--- src/rtl/btn_cond_pkg.sv ---
// Shared types and widths for the button conditioner channels.
// Latency: n/a (declarations only).
// Backpressure: n/a.
package btn_cond_pkg;

    typedef enum logic [1:0] {
        RELEASED     = 2'd0,
        PRESS_PEND   = 2'd1,
        PRESSED      = 2'd2,
        RELEASE_PEND = 2'd3
    } btn_state_t;

    localparam int CNT_W = 4;
    localparam int REP_W = 16;

    // The debounced level is high while pressed or while a release is still being qualified.
    function automatic logic is_down(input btn_state_t s);
        return (s == PRESSED) || (s == RELEASE_PEND);
    endfunction

endpackage

--- src/rtl/btn_chan.sv ---
// One button channel: 2-flop synchronizer, tick-sampled debounce FSM, registered level/press/release.
// Latency: 2 clk sync + tick alignment + (STABLE_CNT-1) ticks + 1 clk output register.
// Backpressure: none; pulses are one clk wide. BTN_COND_REPEAT_EN adds press auto-repeat while held.
module btn_chan
    import btn_cond_pkg::*;
#(
    parameter int STABLE_CNT   = 4,
    parameter int REPEAT_DELAY = 100,
    parameter int REPEAT_RATE  = 25
) (
    input  logic clk,
    input  logic rst,
    input  logic tick,
    input  logic btn_raw,
    output logic btn_level,
    output logic btn_press,
    output logic btn_release
);

    localparam logic [CNT_W-1:0] CNT_LAST = CNT_W'(STABLE_CNT - 1);

    logic             sync_1;
    logic             btn_sync;
    btn_state_t       state;
    logic [CNT_W-1:0] cnt;
    logic             down;
    logic             rep_hit;

    always_ff @(posedge clk or posedge rst) begin
        if (rst) begin
            sync_1   <= 1'b0;
            btn_sync <= 1'b0;
        end else begin
            sync_1   <= btn_raw;
            btn_sync <= sync_1;
        end
    end

    // cnt holds the length of the current run of samples that disagree with the accepted level.
    always_ff @(posedge clk or posedge rst) begin
        if (rst) begin
            state <= RELEASED;
            cnt   <= '0;
        end else if (tick) begin
            case (state)
                RELEASED: begin
                    if (btn_sync) begin
                        state <= PRESS_PEND;
                        cnt   <= CNT_W'(1);
                    end
                end
                PRESS_PEND: begin
                    if (!btn_sync) begin
                        state <= RELEASED;
                        cnt   <= '0;
                    end else if (cnt == CNT_LAST) begin
                        state <= PRESSED;
                        cnt   <= '0;
                    end else begin
                        cnt <= cnt + 1'b1;
                    end
                end
                PRESSED: begin
                    if (!btn_sync) begin
                        state <= RELEASE_PEND;
                        cnt   <= CNT_W'(1);
                    end
                end
                RELEASE_PEND: begin
                    if (btn_sync) begin
                        state <= PRESSED;
                        cnt   <= '0;
                    end else if (cnt == CNT_LAST) begin
                        state <= RELEASED;
                        cnt   <= '0;
                    end else begin
                        cnt <= cnt + 1'b1;
                    end
                end
            endcase
        end
    end

`ifdef BTN_COND_REPEAT_EN
    localparam logic [REP_W-1:0] REP_DLY = REP_W'(REPEAT_DELAY);
    localparam logic [REP_W-1:0] REP_PER = REP_W'(REPEAT_RATE);

    logic [REP_W-1:0] rep_cnt;
    logic             rep_armed;
    logic [REP_W-1:0] rep_tgt;

    // First interval is the initial delay, every later one is the repeat period.
    assign rep_tgt = rep_armed ? REP_PER : REP_DLY;

    always_ff @(posedge clk or posedge rst) begin
        if (rst) begin
            rep_cnt   <= '0;
            rep_armed <= 1'b0;
            rep_hit   <= 1'b0;
        end else begin
            rep_hit <= 1'b0;
            if (!is_down(state)) begin
                rep_cnt   <= '0;
                rep_armed <= 1'b0;
            end else if (tick && state == PRESSED && btn_sync) begin
                if (rep_cnt + 1'b1 == rep_tgt) begin
                    rep_hit   <= 1'b1;
                    rep_cnt   <= '0;
                    rep_armed <= 1'b1;
                end else begin
                    rep_cnt <= rep_cnt + 1'b1;
                end
            end
        end
    end
`else
    assign rep_hit = 1'b0;
`endif

    assign down = is_down(state);

    always_ff @(posedge clk or posedge rst) begin
        if (rst) begin
            btn_level   <= 1'b0;
            btn_press   <= 1'b0;
            btn_release <= 1'b0;
        end else begin
            btn_level   <= down;
            btn_press   <= (down & ~btn_level) | rep_hit;
            btn_release <= ~down & btn_level;
        end
    end

endmodule

--- src/rtl/btn_cond.sv ---
// Multi-channel push-button conditioner: shared sample prescaler feeding N_BTN independent channels.
// Latency: raw edge to level 3 clk + up to STABLE_CNT*SAMPLE_DIV clk; press/release pulse with the level edge.
// Backpressure: none; outputs are free-running. Define BTN_COND_REPEAT_EN for press auto-repeat.
module btn_cond
    import btn_cond_pkg::*;
#(
    parameter int N_BTN        = 4,
    parameter int SAMPLE_DIV   = 50000,
    parameter int STABLE_CNT   = 4,
    parameter int REPEAT_DELAY = 100,
    parameter int REPEAT_RATE  = 25
) (
    input  logic             clk,
    input  logic             rst,
    input  logic [N_BTN-1:0] btn_raw,
    output logic [N_BTN-1:0] btn_level,
    output logic [N_BTN-1:0] btn_press,
    output logic [N_BTN-1:0] btn_release,
    output logic             any_pressed
);

    localparam int DIV_W = (SAMPLE_DIV > 1) ? $clog2(SAMPLE_DIV) : 1;

    logic [DIV_W-1:0] div_cnt;
    logic             tick;

    assign tick = (div_cnt == DIV_W'(SAMPLE_DIV - 1));

    always_ff @(posedge clk or posedge rst) begin
        if (rst) begin
            div_cnt <= '0;
        end else if (tick) begin
            div_cnt <= '0;
        end else begin
            div_cnt <= div_cnt + 1'b1;
        end
    end

    for (genvar i = 0; i < N_BTN; i++) begin : g_chan
        btn_chan #(
            .STABLE_CNT  (STABLE_CNT),
            .REPEAT_DELAY(REPEAT_DELAY),
            .REPEAT_RATE (REPEAT_RATE)
        ) u_chan (
            .clk        (clk),
            .rst        (rst),
            .tick       (tick),
            .btn_raw    (btn_raw[i]),
            .btn_level  (btn_level[i]),
            .btn_press  (btn_press[i]),
            .btn_release(btn_release[i])
        );
    end

    assign any_pressed = |btn_level;

endmodule

--- config.mk ---
export PLATFORM = sky130hd
export DESIGN_NAME = btn_cond
export DESIGN_NICKNAME = d
export VERILOG_FILES = /design/src/rtl/btn_cond_pkg.sv /design/src/rtl/btn_chan.sv /design/src/rtl/btn_cond.sv
export SDC_FILE = /design/constraint.sdc
export NUM_CORES = 1
export LEC_CHECK = 0
export BUFFER_PORTS_ARGS = -buffer_cell sky130_fd_sc_hd__buf_2
export CORE_MARGIN = 2
export CORE_UTILIZATION = 31
export DETAILED_ROUTE_END_ITERATION = 10
export GPL_TIMING_DRIVEN = 0
export PLACE_DENSITY = 0.58
export SYNTH_ARGS = -nofsm -noshare
export SYNTH_HDL_FRONTEND = slang
export SYNTH_HIERARCHICAL = 1
export SYNTH_SLANG_ARGS = --single-unit
--- constraint.sdc ---
create_clock -name clk -period 2.57 [get_ports clk]
set_clock_uncertainty 0.15 [all_clocks]
set_input_delay 0.1285 -clock clk [delete_from_list [all_inputs] [get_ports clk]]
set_output_delay 0.1285 -clock clk [all_outputs]
set_load 0.02 [all_outputs]
Word-level counts from Yosys, hierarchy flattened. Index checks and enable logic that the tools add are counted.

Register bits: 60. Input bits: 6. Output and inout port bits: 13.

$add $sub $neg: 5. Eq/ne operators: 33. Muxes and demuxes: 53. Bitwise gates (word level): 16. Reductions and logical operators: 17.

Operators with widths (number): 2-to-1 mux 4 bit (20); one-hot mux 4 bit (4 select lines) (4); 2-to-1 mux 2 bit (24); one-hot mux 2 bit (4 select lines) (4); AND reduction 5 bit (4); adder 16 x 1 -> 16 bit (second input constant) (1); adder 4 x 1 -> 4 bit (second input constant) (4); equality test 16 bit (second input constant) (1); equality test 2 bit (second input constant) (8); equality test 4 x 2 -> 1 bit (second input constant) (4); 2-to-1 mux 16 bit (1); != test 3 x 1 -> 1 bit (second input constant) (4); != test 3 bit (second input constant) (4); AND reduction 3 bit (4); bitwise AND 1 bit (8); equality test 2 x 1 -> 1 bit (second input constant) (4); zero test 2 bit (4); != test 2 x 1 -> 1 bit (second input constant) (4); != test 2 bit (second input constant) (4); inverter 1 bit (8); logical OR 1 bit (4); OR reduction 4 bit (1).

Logic depth before layout (Yosys ltp).
Depth in word-level cells: 4. Gate-level depth with buffers: 8. Mapped depth without buffers: 6.

Cells and area by module. Netlist, hierarchy kept.

By module, submodules not included: btn_chan (instances 4, cells an instance 40, area an instance 484.2 sq um, sequential area each 275.3 sq um); btn_cond (instances 1, cells an instance 71, area an instance 804.5 sq um, sequential area each 400.4 sq um).

Worst setup path before layout. No wires, ideal clock.

Kind: register to register. From: register div_cnt[0]. To: register g_chan[0].u_chan.cnt[3]. Setup time: 123 ps. Data arrival time: 1607 ps. Setup slack: 690 ps. Cell stages (with the launch flop): 9. Buffers on the path: 2. Clock period less this slack: 1880 ps. Path through: dfrtp_1 > ha_1 > and3_1 > and4_1 > buf_6 > buf_6 > and2b_2 > mux2i_1 > o2bb2ai_1.

Cells in the longest elaborated chain, start to end: 2.

RTL lines: from (decl) (RTL line btn_cond.sv:24) `logic [DIV_W-1:0] div_cnt;`; from (signal assigned) (RTL line btn_cond.sv:35) `div_cnt <= div_cnt + 1'b1;`; equality test 16 bit (RTL line btn_cond.sv:27) `assign tick = (div_cnt == DIV_W'(SAMPLE_DIV - 1));`; net tick (RTL line btn_cond.sv:25) `logic tick;`; AND reduction 3 bit (no line); to (signal assigned) (RTL line btn_chan.sv:60) `cnt <= cnt + 1'b1;`; to (signal assigned) (RTL line btn_chan.sv:77) `cnt <= cnt + 1'b1;`; to (decl) (RTL line btn_chan.sv:25) `logic [CNT_W-1:0] cnt;`.

The timed path passes the listed nets, and every way through them passes these cells. A chain may end at the register's enable or synchronous reset.

Worst setup path after layout.
From: register div_cnt[0]. To: register g_chan[2].u_chan.cnt[3].

Cells in the longest elaborated chain, start to end: 2.

RTL lines (RTL line): equality test 16 bit (btn_cond.sv:27); net tick (btn_cond.sv:25); AND reduction 3 bit (no line); to (signal assigned) (btn_chan.sv:60); to (signal assigned) (btn_chan.sv:77); to (decl) (btn_chan.sv:25).

The timed path passes the listed nets, and every way through them passes these cells.

==> impl_metrics.env <==
export IMPL_die_w_um=98.0
export IMPL_finalSetupTns_ns=0
export IMPL_start_util=0.317
export IMPL_synth_top_family_by_area="simple AND/OR/NAND/NOR gates"
export IMPL_synthAdderAreaFrac=0.0228
export IMPL_first_global_vias=1727
export IMPL_place_gp_congestion=0.834
export IMPL_grt_overflow_total=0
export IMPL_area_growth_pct=18.1
export IMPL_place_ws_ns=0.511
export IMPL_holdWs_ns=0.195
export IMPL_antenna_found_initial=0
export IMPL_cp_data_arrival_time_ns=2.11
export IMPL_end_kind="flip-flop"
export IMPL_synthCells=231
export IMPL_grt_usage=0.107
export IMPL_cts_max_level=3
export IMPL_path_max_fanout=13
export IMPL_cts_root_buf="clkbuf_8"
export IMPL_drive_gt1_frac=0.211
export IMPL_worstReg2RegStart="div_cnt[0]"
export IMPL_synthXorXnorAreaFrac=0.0653
export IMPL_cts_tree="yes"
export IMPL_cp_start_kind="flip-flop"
export IMPL_pin_count=19
export IMPL_outcome="complete, no violations"
export IMPL_holdCritPathClass="flip-flop to flip-flop"
export IMPL_hp_start="g_chan[0].u_chan/sync_1"
export IMPL_yosys_cell_types_count=35
export IMPL_clk_pin_slew_ns=0.07
export IMPL_fmax_mhz=489
export IMPL_setup_slack_ns=0.526
export IMPL_syn_area_um2=2740
export IMPL_fin_crit_ns=2.04
export IMPL_ys_ff_latch=60
export IMPL_via_per_inst=4.71
export IMPL_diodes=0
export IMPL_slew_headroom=0.570
export IMPL_leakage_nw=1.54
export IMPL_ir_drop_v=0.000186
export IMPL_synth_edff_count=0
export IMPL_r2r_cells=8
export IMPL_clock_latency_ns=0.34
export IMPL_hold_path_depth=0
export IMPL_cap_violations=0
export IMPL_critPathKind="flip-flop to flip-flop"
export IMPL_crit_start="div_cnt[0]"
export IMPL_hold_viol=0
export IMPL_grt_pass1_wl_um=8110
export IMPL_routedWlPerCell_um=12.1
export IMPL_dieArea_um2=9610
export IMPL_synth_async_reset_ratio=1.00
export IMPL_syn_nets=242
export IMPL_fin_crit_sh=0.795
export IMPL_firstDrtPassIters=4
export IMPL_muxShareOfSynthArea=0.0420
export IMPL_cts_buffer_depth=2
export IMPL_cts_buffers=9
export IMPL_yosys_area_share_simple=0.191
export IMPL_vias=1779
export IMPL_initialDrtViolationCount=61
export IMPL_grt_start_max_net_pins=17
export IMPL_core_area_um2=8640
export IMPL_cts_sinks=60
export IMPL_synth_flop_cell="dfrtp_1"
export IMPL_nets=276
export IMPL_yosysSeqAreaShare=0.548
export IMPL_num_rows=34
export IMPL_postSynthAreaPerCell_um2=11.9
export IMPL_p_per_area_nw_per_um2=595
export IMPL_nFillCells=849
export IMPL_crit_required_ns=2.64
export IMPL_finalSetupViolCount=0
export IMPL_wirelength_um=4580
export IMPL_rsz0062_at_grt="no"
export IMPL_hpwl_um=3140
export IMPL_ant_nets=0
export IMPL_die_height_um=98.0
export IMPL_portBuffers=18
export IMPL_yosys_warnings=6
export IMPL_drc_errors=0
export IMPL_drv_slew=0
export IMPL_tightest_slew_ns=0.644
export IMPL_synth_compound_area_frac=0.0913
[cell usage after synthesis, types with 4 or more instances]
cell type	instances	area [µm²]
dfrtp_1	60	1500
nand2_1	19	71.3
nor2b_1	16	100
nor2_1	14	52.6
o2bb2ai_1	12	105
inv_1	10	37.5
nand3_1	9	45.0
a21oi_1	8	40.0
xor2_1	7	61.3
xnor2_1	6	52.6
buf_6	5	56.3
ha_1	5	62.6
mux2_4	5	75.1
a22o_1	4	35.0
a31oi_1	4	25.0
and2b_2	4	35.0
and4bb_1	4	50.1
clkbuf_1	4	15.0
mux2i_1	4	40.0
nand4_1	4	25.0
o21ai_1	4	20.0
o22ai_1	4	25.0
xor2_2	4	65.1
[report_power, final]
part | total, mW | leakage (nW) | internal (mW) | switching [mW]
clock network | 0.938 | 0.106 | 0.550 | 0.388
registers | 0.954 | 0.806 | 0.950 | 0.00412
logic | 0.0353 | 0.625 | 0.0107 | 0.0246
total | 1.93 | 1.54 | 1.51 | 0.417
[cell type report]
| cell class | count | area, µm² | share of cell area |
|---|---|---|---|
| Buffer | 9 | 71.3 | 0.0220 |
| Clock buffer | 9 | 124 | 0.0383 |
| Timing Repair Buffer | 23 | 140 | 0.0433 |
| Tap cell | 108 | 135 | 0.0417 |
| Clock inverter | 7 | 97.6 | 0.0301 |
| Sequential cell | 60 | 1500 | 0.464 |
| Inverter | 10 | 37.5 | 0.0116 |
| Multi-Input combinational cell | 152 | 1130 | 0.349 |
[per-layer routing]
layer,routed length [µm],share of wire,track usage
met4,68,0.015,0.0417
met3,209,0.046,0.0451
met1,2240,0.49,0.139
met5,0,0,0
met2,2060,0.45,0.158
[stage by stage]
| step | cell area, µm² | power [mW] | cells | util |
|---|---|---|---|---|
| 2_1_floorplan | 2740 | 0.991 | 231 | - |
| 3_3_place_gp | 2970 | 1.00 | 357 | 0.344 |
| 3_5_place_dp | 2970 | 1.00 | 357 | 0.344 |
| 4_1_cts | 3240 | 1.96 | 378 | 0.375 |
| 5_1_grt | 3240 | 2.01 | 378 | 0.375 |
| 6_report | 3240 | 1.93 | 378 | 0.375 |
[sequential cells by signal (all words and copies together), names as in the netlist, named ones only]
register	flops
div_cnt	16
g_chan.u_chan/btn_level	4
g_chan.u_chan/btn_press	4
g_chan.u_chan/btn_release	4
g_chan.u_chan/btn_sync	4
g_chan.u_chan/cnt	16
g_chan.u_chan/state	4
g_chan.u_chan/sync_1	4
[logic make-up (layout without fill, tap and decap cells)]
group,Yosys count,after routing
multiplexers,9,9
AO/OA/AOI/OAI,36,36
buffers and inverters,19,58
adder cells (fa/ha/maj),5,5
AND/OR/NAND/NOR,85,85
flip-flops,60,60
XOR/XNOR,17,17
[layout by cell type (no fill, tap or decap), types with 4 or more instances in the layout]
| master | instances |
|---|---|
| mux2i_1 | 4 |
| o2bb2ai_1 | 12 |
| buf_6 | 5 |
| dfrtp_1 | 60 |
| a21oi_1 | 8 |
| buf_2 | 18 |
| and2b_2 | 4 |
| nor2_1 | 14 |
| inv_1 | 10 |
| xor2_1 | 7 |
| o22ai_1 | 4 |
| o21ai_1 | 4 |
| clkbuf_1 | 4 |
| a22o_1 | 4 |
| mux2_4 | 5 |
| nand3_1 | 9 |
| nor2b_1 | 16 |
| dlygate4sd3_1 | 5 |
| and4bb_1 | 4 |
| clkbuf_8 | 9 |
| ha_1 | 5 |
| xor2_2 | 4 |
| nand2_1 | 19 |
| xnor2_1 | 6 |
| a31oi_1 | 4 |
| nand4_1 | 4 |
[worst max-delay path, cell delays in order, from the launching register on]
cell,delay (ns)
dfrtp_1,0.42
ha_1,0.25
and3_1,0.23
and4_1,0.16
buf_6,0.16
buf_6,0.14
and2b_2,0.18
mux2i_1,0.14
o2bb2ai_1,0.09
[path summary, 6_finish.rpt]
kind                       slack (ns)                          to
min reg2reg                      0.20   g_chan[0].u_chan/btn_sync
max in group asynchronous        1.53                  div_cnt[7]
min in group asynchronous        0.21  g_chan[0].u_chan/btn_level
min                              0.20   g_chan[0].u_chan/btn_sync
max reg2reg                      0.53     g_chan[2].u_chan/cnt[3]
max                              0.53     g_chan[2].u_chan/cnt[3]
[what timing repair did]
| item | 4_1_cts | 5_1_grt |
|---|---|---|
| gates resized for setup | 0 | 0 |
| setup buffers | 0 | 0 |
| hold buffers | 5 | 0 |
| endpoints found under the hold margin | 64 | 0 |
No activity file was read; power rests on OpenSTA's default activity.
